File: config.mk
export PLATFORM = sky130hd
export DESIGN_NAME = mmio_uart_tx
export DESIGN_NICKNAME = d
export VERILOG_FILES = /design/src/rtl/mmio_uart_tx.sv
export SDC_FILE = /design/constraint.sdc
export NUM_CORES = 1
export LEC_CHECK = 0
export ABC_AREA = 1
export BUFFER_PORTS_ARGS = -buffer_cell sky130_fd_sc_hd__buf_2
export CAP_MARGIN = 20
export CORE_UTILIZATION = 45
export CTS_CLUSTER_SIZE = 12
export DETAILED_ROUTE_END_ITERATION = 8
export GPL_TIMING_DRIVEN = 0
export PLACE_DENSITY = 0.72
export SLEW_MARGIN = 20
export SYNTH_ARGS = -nofsm -noshare
export SYNTH_HDL_FRONTEND = slang
export SYNTH_SLANG_ARGS = --single-unit
File: constraint.sdc
create_clock -name clk -period 5.6 [get_ports clk]
set_clock_uncertainty 0.2 [all_clocks]
set_input_delay 0.84 -clock clk [delete_from_list [all_inputs] [get_ports clk]]
set_output_delay 0.84 -clock clk [all_outputs]
set_load 0.005 [all_outputs]
File: src/rtl/mmio_uart_tx.sv
// mmio_uart_tx: memory-mapped 8N1 UART transmitter with a small TX FIFO and a STATUS register.
// Define UART_TX_IRQ_EN to add the ie bit and the registered TX-done irq output.
module mmio_uart_tx #(
    parameter logic [31:0] BASE_ADR     = 32'h0000_0100,
    parameter int          CLKS_PER_BIT = 16,
    parameter int          FIFO_DEPTH   = 4
) (
    input  logic        clk,
    input  logic        reset,
    input  logic [31:0] adr,
    input  logic [31:0] writedata,
    input  logic        memwrite,
    output logic        sel,
    output logic [31:0] readdata,
    output logic        txd,
    output logic        irq
);
    localparam int AW = (FIFO_DEPTH > 1) ? $clog2(FIFO_DEPTH) : 1;
    localparam int CW = $clog2(CLKS_PER_BIT);
    localparam logic [CW-1:0] RELOAD = CW'(CLKS_PER_BIT - 1);
    localparam logic [AW-1:0] LAST = AW'(FIFO_DEPTH - 1);
    localparam logic [3:0] DEPTH = 4'(FIFO_DEPTH);

    typedef enum logic [1:0] {IDLE, START, DATA, STOP} state_t;

    state_t        state;
    logic [7:0]    mem [FIFO_DEPTH];
    logic [AW-1:0] rd_ptr, wr_ptr;
    logic [3:0]    count;
    logic [CW-1:0] baud;
    logic [2:0]    idx;
    logic [7:0]    shift;
    logic          ovf, ie, busy, full, bit_end, push_req, push, pop, stat_wr;
    logic          unused_bits;

    assign sel         = adr[31:3] == BASE_ADR[31:3];
    assign push_req    = memwrite & sel & ~adr[2];
    assign stat_wr     = memwrite & sel & adr[2];
    assign busy        = state != IDLE;
    assign full        = count == DEPTH;
    assign bit_end     = baud == '0;
    assign pop         = (count != 4'd0) & ((state == IDLE) | ((state == STOP) & bit_end));
    assign push        = push_req & (~full | pop);
    assign readdata    = (sel & adr[2]) ? {24'b0, ie, 1'b0, ovf, count[2:0], full, busy} : '0;
    assign unused_bits = ^{writedata, adr[1:0]};

    always_ff @(posedge clk)
        if (push) mem[wr_ptr] <= writedata[7:0];

    always_ff @(posedge clk or negedge reset) begin
        if (!reset) begin
            rd_ptr <= '0;
            wr_ptr <= '0;
            count  <= '0;
            ovf    <= 1'b0;
        end else begin
            if (push) wr_ptr <= (wr_ptr == LAST) ? '0 : wr_ptr + 1'b1;
            if (pop) rd_ptr <= (rd_ptr == LAST) ? '0 : rd_ptr + 1'b1;
            count <= count + {3'b0, push} - {3'b0, pop};
            if (push_req & ~push) ovf <= 1'b1;
            else if (stat_wr & writedata[5]) ovf <= 1'b0;
        end
    end

    // txd is registered: each transition loads the level of the bit being entered
    always_ff @(posedge clk or negedge reset) begin
        if (!reset) begin
            state <= IDLE;
            txd   <= 1'b1;
            baud  <= '0;
            idx   <= '0;
            shift <= '0;
        end else begin
            case (state)
                IDLE: if (pop) begin
                    state <= START;
                    shift <= mem[rd_ptr];
                    txd   <= 1'b0;
                    baud  <= RELOAD;
                end
                START: if (bit_end) begin
                    state <= DATA;
                    idx   <= '0;
                    txd   <= shift[0];
                    baud  <= RELOAD;
                end else baud <= baud - 1'b1;
                DATA: if (bit_end) begin
                    shift <= shift >> 1;
                    idx   <= idx + 3'd1;
                    baud  <= RELOAD;
                    state <= (idx == 3'd7) ? STOP : DATA;
                    txd   <= (idx == 3'd7) ? 1'b1 : shift[1];
                end else baud <= baud - 1'b1;
                STOP: if (bit_end) begin
                    state <= pop ? START : IDLE;
                    txd   <= ~pop;
                    baud  <= RELOAD;
                    if (pop) shift <= mem[rd_ptr];
                end else baud <= baud - 1'b1;
                default: state <= IDLE;
            endcase
        end
    end

`ifdef UART_TX_IRQ_EN
    always_ff @(posedge clk or negedge reset) begin
        if (!reset) begin
            ie  <= 1'b0;
            irq <= 1'b0;
        end else begin
            if (stat_wr) ie <= writedata[7];
            irq <= ie & (count == 4'd0) & ~busy;
        end
    end
`else
    assign ie  = 1'b0;
    assign irq = 1'b0;
`endif
endmodule

After elaboration in Yosys (flattened, before gate mapping) --
Memories as Yosys holds them, arrays and structs flattened. Index checks and enable logic that the tools add are counted.
Word-level totals: memories kept 1, RAM bits 32, bits of input ports 67, register bits after elaboration 27
Operators by class: eq/ne operators 12, multiplexer cells 30, add/subtract/negate cells 6, bitwise gates (word level) 15, reduce and logical (&&, ||, !) cells 11
Memory list:
- mem | words 4, width 8, read ports 1, clocked after Yosys merged registers in 0, wr ports 1, RTL line 27 | logic [7:0] mem [FIFO_DEPTH];
Operators by type and width (number):
- == test 29 x 6 -> 1 bit, second input constant | 1
- two-way mux 8 bit | 3
- one-hot mux 8 bit (3 select lines) | 1
- two-way mux 2 bit | 6
- two-way mux 1 bit | 11
- bitwise AND 1 bit | 9
- == test 2 bit, second input constant | 4
- two-way mux 4 bit | 2
- inequality test 2 bit, second input constant | 4
- one-hot mux 2 bit (4 select lines) | 1
- one-hot mux 4 bit (2 select lines) | 1
- two-way mux 3 bit | 2
- two-way mux 6 bit | 1
- one-hot mux 3 bit (2 select lines) | 1
- AND reduction 3 bit | 2
- nonzero test 2 bit | 3
- adder 2 x 1 -> 2 bit, second input constant | 2
- adder 4 x 1 -> 4 bit | 1
- == test 4 x 3 -> 1 bit, second input constant | 1
- zero test 4 bit | 1
- NOT 1 bit | 4
- one-hot mux 1 bit (4 select lines) | 1
- AND reduction 4 bit | 1
- nonzero test 4 bit | 1
- 9 further kinds | 10

Logic depth before layout (Yosys ltp) --
depth in word-level cells 9, mapped depth 13

Least setup slack after synthesis --
Ideal clock, no wire load.
kind input to register, start point in adr[4], end point reg count[2], setup time 123 ps, data arrival time 2531 ps, slack 2747 ps, stages on the path 11, path buffers 0, cell sequence or2_1 > nor2_1 > nand2_2 > nor2_8 > nand3_4 > ha_1 > inv_1 > ha_1 > inv_1 > fa_1 > xnor2_1
Between the ends: word-level cells in the longest chain between the ends 6
RTL lines:
- from (decl) | RTL line 10 | input logic [31:0] adr,
- == test 29 x 6 -> 1 bit | RTL line 36 | assign sel = adr[31:3] == BASE_ADR[31:3];
- via sel | RTL line 13 | output logic sel,
- bitwise AND 1 bit (2 in series) | RTL line 37 | assign push_req = memwrite & sel & ~adr[2];
- bitwise AND 1 bit | RTL line 43 | assign push = push_req & (~full | pop);
- adder 4 x 1 -> 4 bit | RTL line 59 | count <= count + {3'b0, push} - {3'b0, pop};
- subtractor 4 x 1 -> 4 bit | RTL line 59
- to (signal assigned) | RTL line 59
- to (decl) | RTL line 29 | logic [3:0] count;
The timed path passes the listed nets, and every way through them passes these cells. A chain may end at the register's enable or synchronous reset.

Worst setup path after layout --
start point in adr[4], end point out readdata[2]
Between the ends: word-level cells in the longest chain between the ends 3
RTL lines:
- == test 29 x 6 -> 1 bit | RTL line 36
- bitwise AND 1 bit | RTL line 44 | assign readdata = (sel & adr[2]) ? {24'b0, ie, 1'b0, ovf, count[2:0], full, busy} : '0;
- two-way mux 6 bit | RTL line 44
- to (decl) | RTL line 14 | output logic [31:0] readdata,
Every way passes these cells.

==> implementation parameters <==
Parameter                              Value

Run status
  Run status    finished, final reports clean

Logic synthesis
  Netlist area before placement    about 3200 µm²
  Average size of a mapped cell    9.09 µm²
  Part of the Yosys area used for sequential elements    50.6%
  Instance count of the mapped netlist    between 300 and 400
  Most instantiated flip-flop cell in the synthesis netlist    sky130_fd_sc_hd__edfxtp_1
  Number of warnings issued by yosys    0
  Number of distinct library cells after synthesis    31
  Number of synthesized flops with an enable pin    32
  Post-synthesis sequential element count    59
  Async set-or-reset flop fraction in the synthesized netlist    a little under half

Power and ir drop
  Total internal power    roughly 0.00073 W
  Leak Pwr    slightly below 2 nW
  Relative contribution of the clock network to total power    around 46%
  Design Power    0.000927 W
  Power share of the combinational group    under 10%
  Fraction of power spent switching nets    between 20% and 30%
  Net switching component of the power    0.000195 W
  Power share of the sequential group    between 40% and 50%
  Peak supply drop    approximately 0.00020 V
  Power density of the placed cells    roughly 240 nW/µm²

Placed design
  Count of port buffers added during placement    48
  Dpl hpwl    4340 µm
  GPL Wtd Cong    0.762
  Area after detailed placement    around 3700 µm²
  Pre-CTS setup slack    roughly 2.5 ns

Final layout
  Post-route cell area    around 3900 µm²
  Leading cell type in the layout, fill and taps excluded    sky130_fd_sc_hd__nand2_1
  Post-layout nets    530
  Proportion of layout cells with a drive suffix above 1    about 25%
  Synthesis-to-layout area growth    20.9%
  Diode count    0
  Finished Core Util    a little under three fifths
  Commonest non-fill, non-tap cells in the layout    94 x sky130_fd_sc_hd__nand2_1, 52 x sky130_fd_sc_hd__buf_2, 37 x sky130_fd_sc_hd__nor2_1, 36 x sky130_fd_sc_hd__nand3_1, 32 x sky130_fd_sc_hd__edfxtp_1

Clock network
  Number of clock sinks    just under 60
  H-tree lvl count    3
  Setup Fix Bufs, Post-CTS    0
  Hold buffer count at cts    0
  Worst-Skew Late Latency    0.34 ns
  Clock transition at path regs    roughly 0.070 ns
  Clock buffers created by TritonCTS    9
  Clock tree from TritonCTS    built
  Post-cts sizing count    0
  Max Buffers Root-to-Sink    2
  Root buffer cell    sky130_fd_sc_hd__clkbuf_8

Detailed routing
  ANT nets after route    0
  Total detailed-routing wirelength    between 5000 and 6000 µm
  Detail-routed net length per standard cell    between 10 and 15 µm
  Via density per instance    4.45
  Iteration count of the initial detailed-routing pass    5
  Iter 0 DRT Violations    162
  Count of unresolved DRC violations after routing    0
  Vias after detailed routing    between 2000 and 2500

Critical path
  Cells traversed along the worst timing path    buf_2 -> or2_1 -> nor2_1 -> nand2_2 -> nor2_8 -> nand2_2 -> nor2_1 -> buf_2
  Reg2reg path depth    13
  Kind of launch point of the worst setup path    primary input
  Cell with the largest stage delay on the worst path    sky130_fd_sc_hd__or2_1
  Data required time at the worst endpoint    around 4.6 ns
  Crit. End Element    primary output
  Largest fanout of any net on the critical path    7
  Worst Setup Path Type    primary input to primary output
  CP max stage delay    0.21 ns
  Data arrival time of the critical path    ~1.8 ns

STA
  Setup slack after layout    between 2 and 3 ns
  Unrepaired setup endpoints after global routing    false
  Number of slew-limit violations in the final report    0
  Setup total negative slack    0 ns
  Maximum operating frequency    348 MHz
  Worst slew pin tran    0.768 ns
  Setup-violating endpoint count in the final report    0
  Final min period    2.88 ns
  Hold violation total from the final report    0
  Slew headroom    between 40% and 50%
  Tcrit/Tclk final    around 50%

Floorplanning
  Initial Util    between 40% and 50%
  Floorplan die height    between 80 and 90 µm
  Core footprint    around 6900 µm²
  FP Rows    30
  Ports    ~100
  Overall die area    7540 µm²
  Die Wd    86.8 µm

Global routing
  Initial antenna violation count    0
  Largest net degree at the start of global routing    28
  Number of global-route vias before repair    approximately 2300
  Overall track demand over capacity in global routing    17.4%
  Grt ovf    0
  First-pass GRT wire length    ~10000 µm

Worst hold path
  Worst hold-check path type    register to register
  Number of cells traversed by the worst hold path    2

Job
  Max-cap violation count    0
## final timing paths
| path | endpoint | startpoint | slack, ns |
|---|---|---|---|
| worst max-delay path | readdata[2] | adr[4] | 2.72 |
| worst min-delay path | txd$_DFFE_PN1P_ | txd$_DFFE_PN1P_ | 0.27 |
| worst max register to register | count[2]$_DFF_PN0_ | state[1]$_DFFE_PN0P_ | 2.93 |
| worst min register to register | txd$_DFFE_PN1P_ | txd$_DFFE_PN1P_ | 0.27 |
| max in group asynchronous | wr_ptr[1]$_DFFE_PN0P_ | reset | 4.49 |
| min in group asynchronous | shift[3]$_DFFE_PN0P_ | reset | 0.31 |
## cell type report
| cell class | count | area, µm² |
|---|---|---|
| clock inverter | 6 | 90.1 |
| sequential | 59 | 1640 |
| buffer | 33 | 234 |
| tap | 96 | 120 |
| clock buffer | 10 | 128 |
| fill | 621 | 2960 |
| inverter | 35 | 131 |
| timing repair buffer | 48 | 240 |
| multi-input combinational | 255 | 1330 |
## power by group through the flow
stage	clock network (W)	registers, W	logic, W
2_1_floorplan	0	0.000467	0.0000218
3_3_place_gp	0	0.000467	0.0000415
3_5_place_dp	0	0.000467	0.0000423
4_1_cts	0.000431	0.000458	0.0000423
5_1_grt	0.000450	0.000458	0.0000491
6_report	0.000427	0.000458	0.0000425
## Yosys cell counts, types with 3 or more instances
cell type	n	share of area [%]
sky130_fd_sc_hd__a21oi_1	3	0.46
sky130_fd_sc_hd__buf_2	4	0.62
sky130_fd_sc_hd__buf_4	28	6.5
sky130_fd_sc_hd__dfrtp_1	26	20
sky130_fd_sc_hd__edfxtp_1	32	30
sky130_fd_sc_hd__ha_1	21	8.1
sky130_fd_sc_hd__inv_1	29	3.4
sky130_fd_sc_hd__inv_2	6	0.70
sky130_fd_sc_hd__nand2_1	94	11
sky130_fd_sc_hd__nand2_2	6	1.2
sky130_fd_sc_hd__nand3_1	36	5.6
sky130_fd_sc_hd__nand4_1	3	0.58
sky130_fd_sc_hd__nor2_1	37	4.3
sky130_fd_sc_hd__o21ai_0	3	0.46
sky130_fd_sc_hd__o21ai_1	10	1.5
sky130_fd_sc_hd__xnor2_1	3	0.81
## metal layers
layer	GRT usage (%)	vias up	share of wire, %
li1	-	1267	-
met5	0	-	0
met1	20.9	1059	46
met2	30.7	79	48
met4	3.64	0	0.73
met3	5.24	5	5.1
## cell families (layout without fill, tap and decap cells)
| kind of cell | count (synthesis) | in the layout | synth area share [%] |
|---|---|---|---|
| AOI/OAI and AO/OA | 20 | 20 | 3.63 |
| xor gates and xnor gates | 4 | 4 | 1.08 |
| adders and majority gates | 22 | 22 | 8.74 |
| buffers and inverters | 68 | 132 | 11.3 |
| DFF | 59 | 59 | 50.6 |
| other | 1 | 27 | 0.116 |
| and+or+nand+nor | 182 | 182 | 24.5 |
## state kept, by name, indices dropped and copies added, names as in the netlist
signal / cells
rd_ptr: 2
state: 2
count: 4
idx: 3
baud: 4
ovf: 1
wr_ptr: 2
shift: 8
mem: 32
txd: 1
## worst max-delay path, delay by kind of cell
kind | cells | cell delay (ns)
and+or+nand+nor | 6 | 0.79
buffers and inverters | 2 | 0.20
## metrics by stage
step           instances  hold slack [ns]
2_1_floorplan        382            0.242
3_3_place_gp         526            0.255
3_5_place_dp         526            0.258
4_1_cts              542            0.269
5_1_grt              542            0.291
6_report             542            0.268
Power figures use the tool's default switching activity.
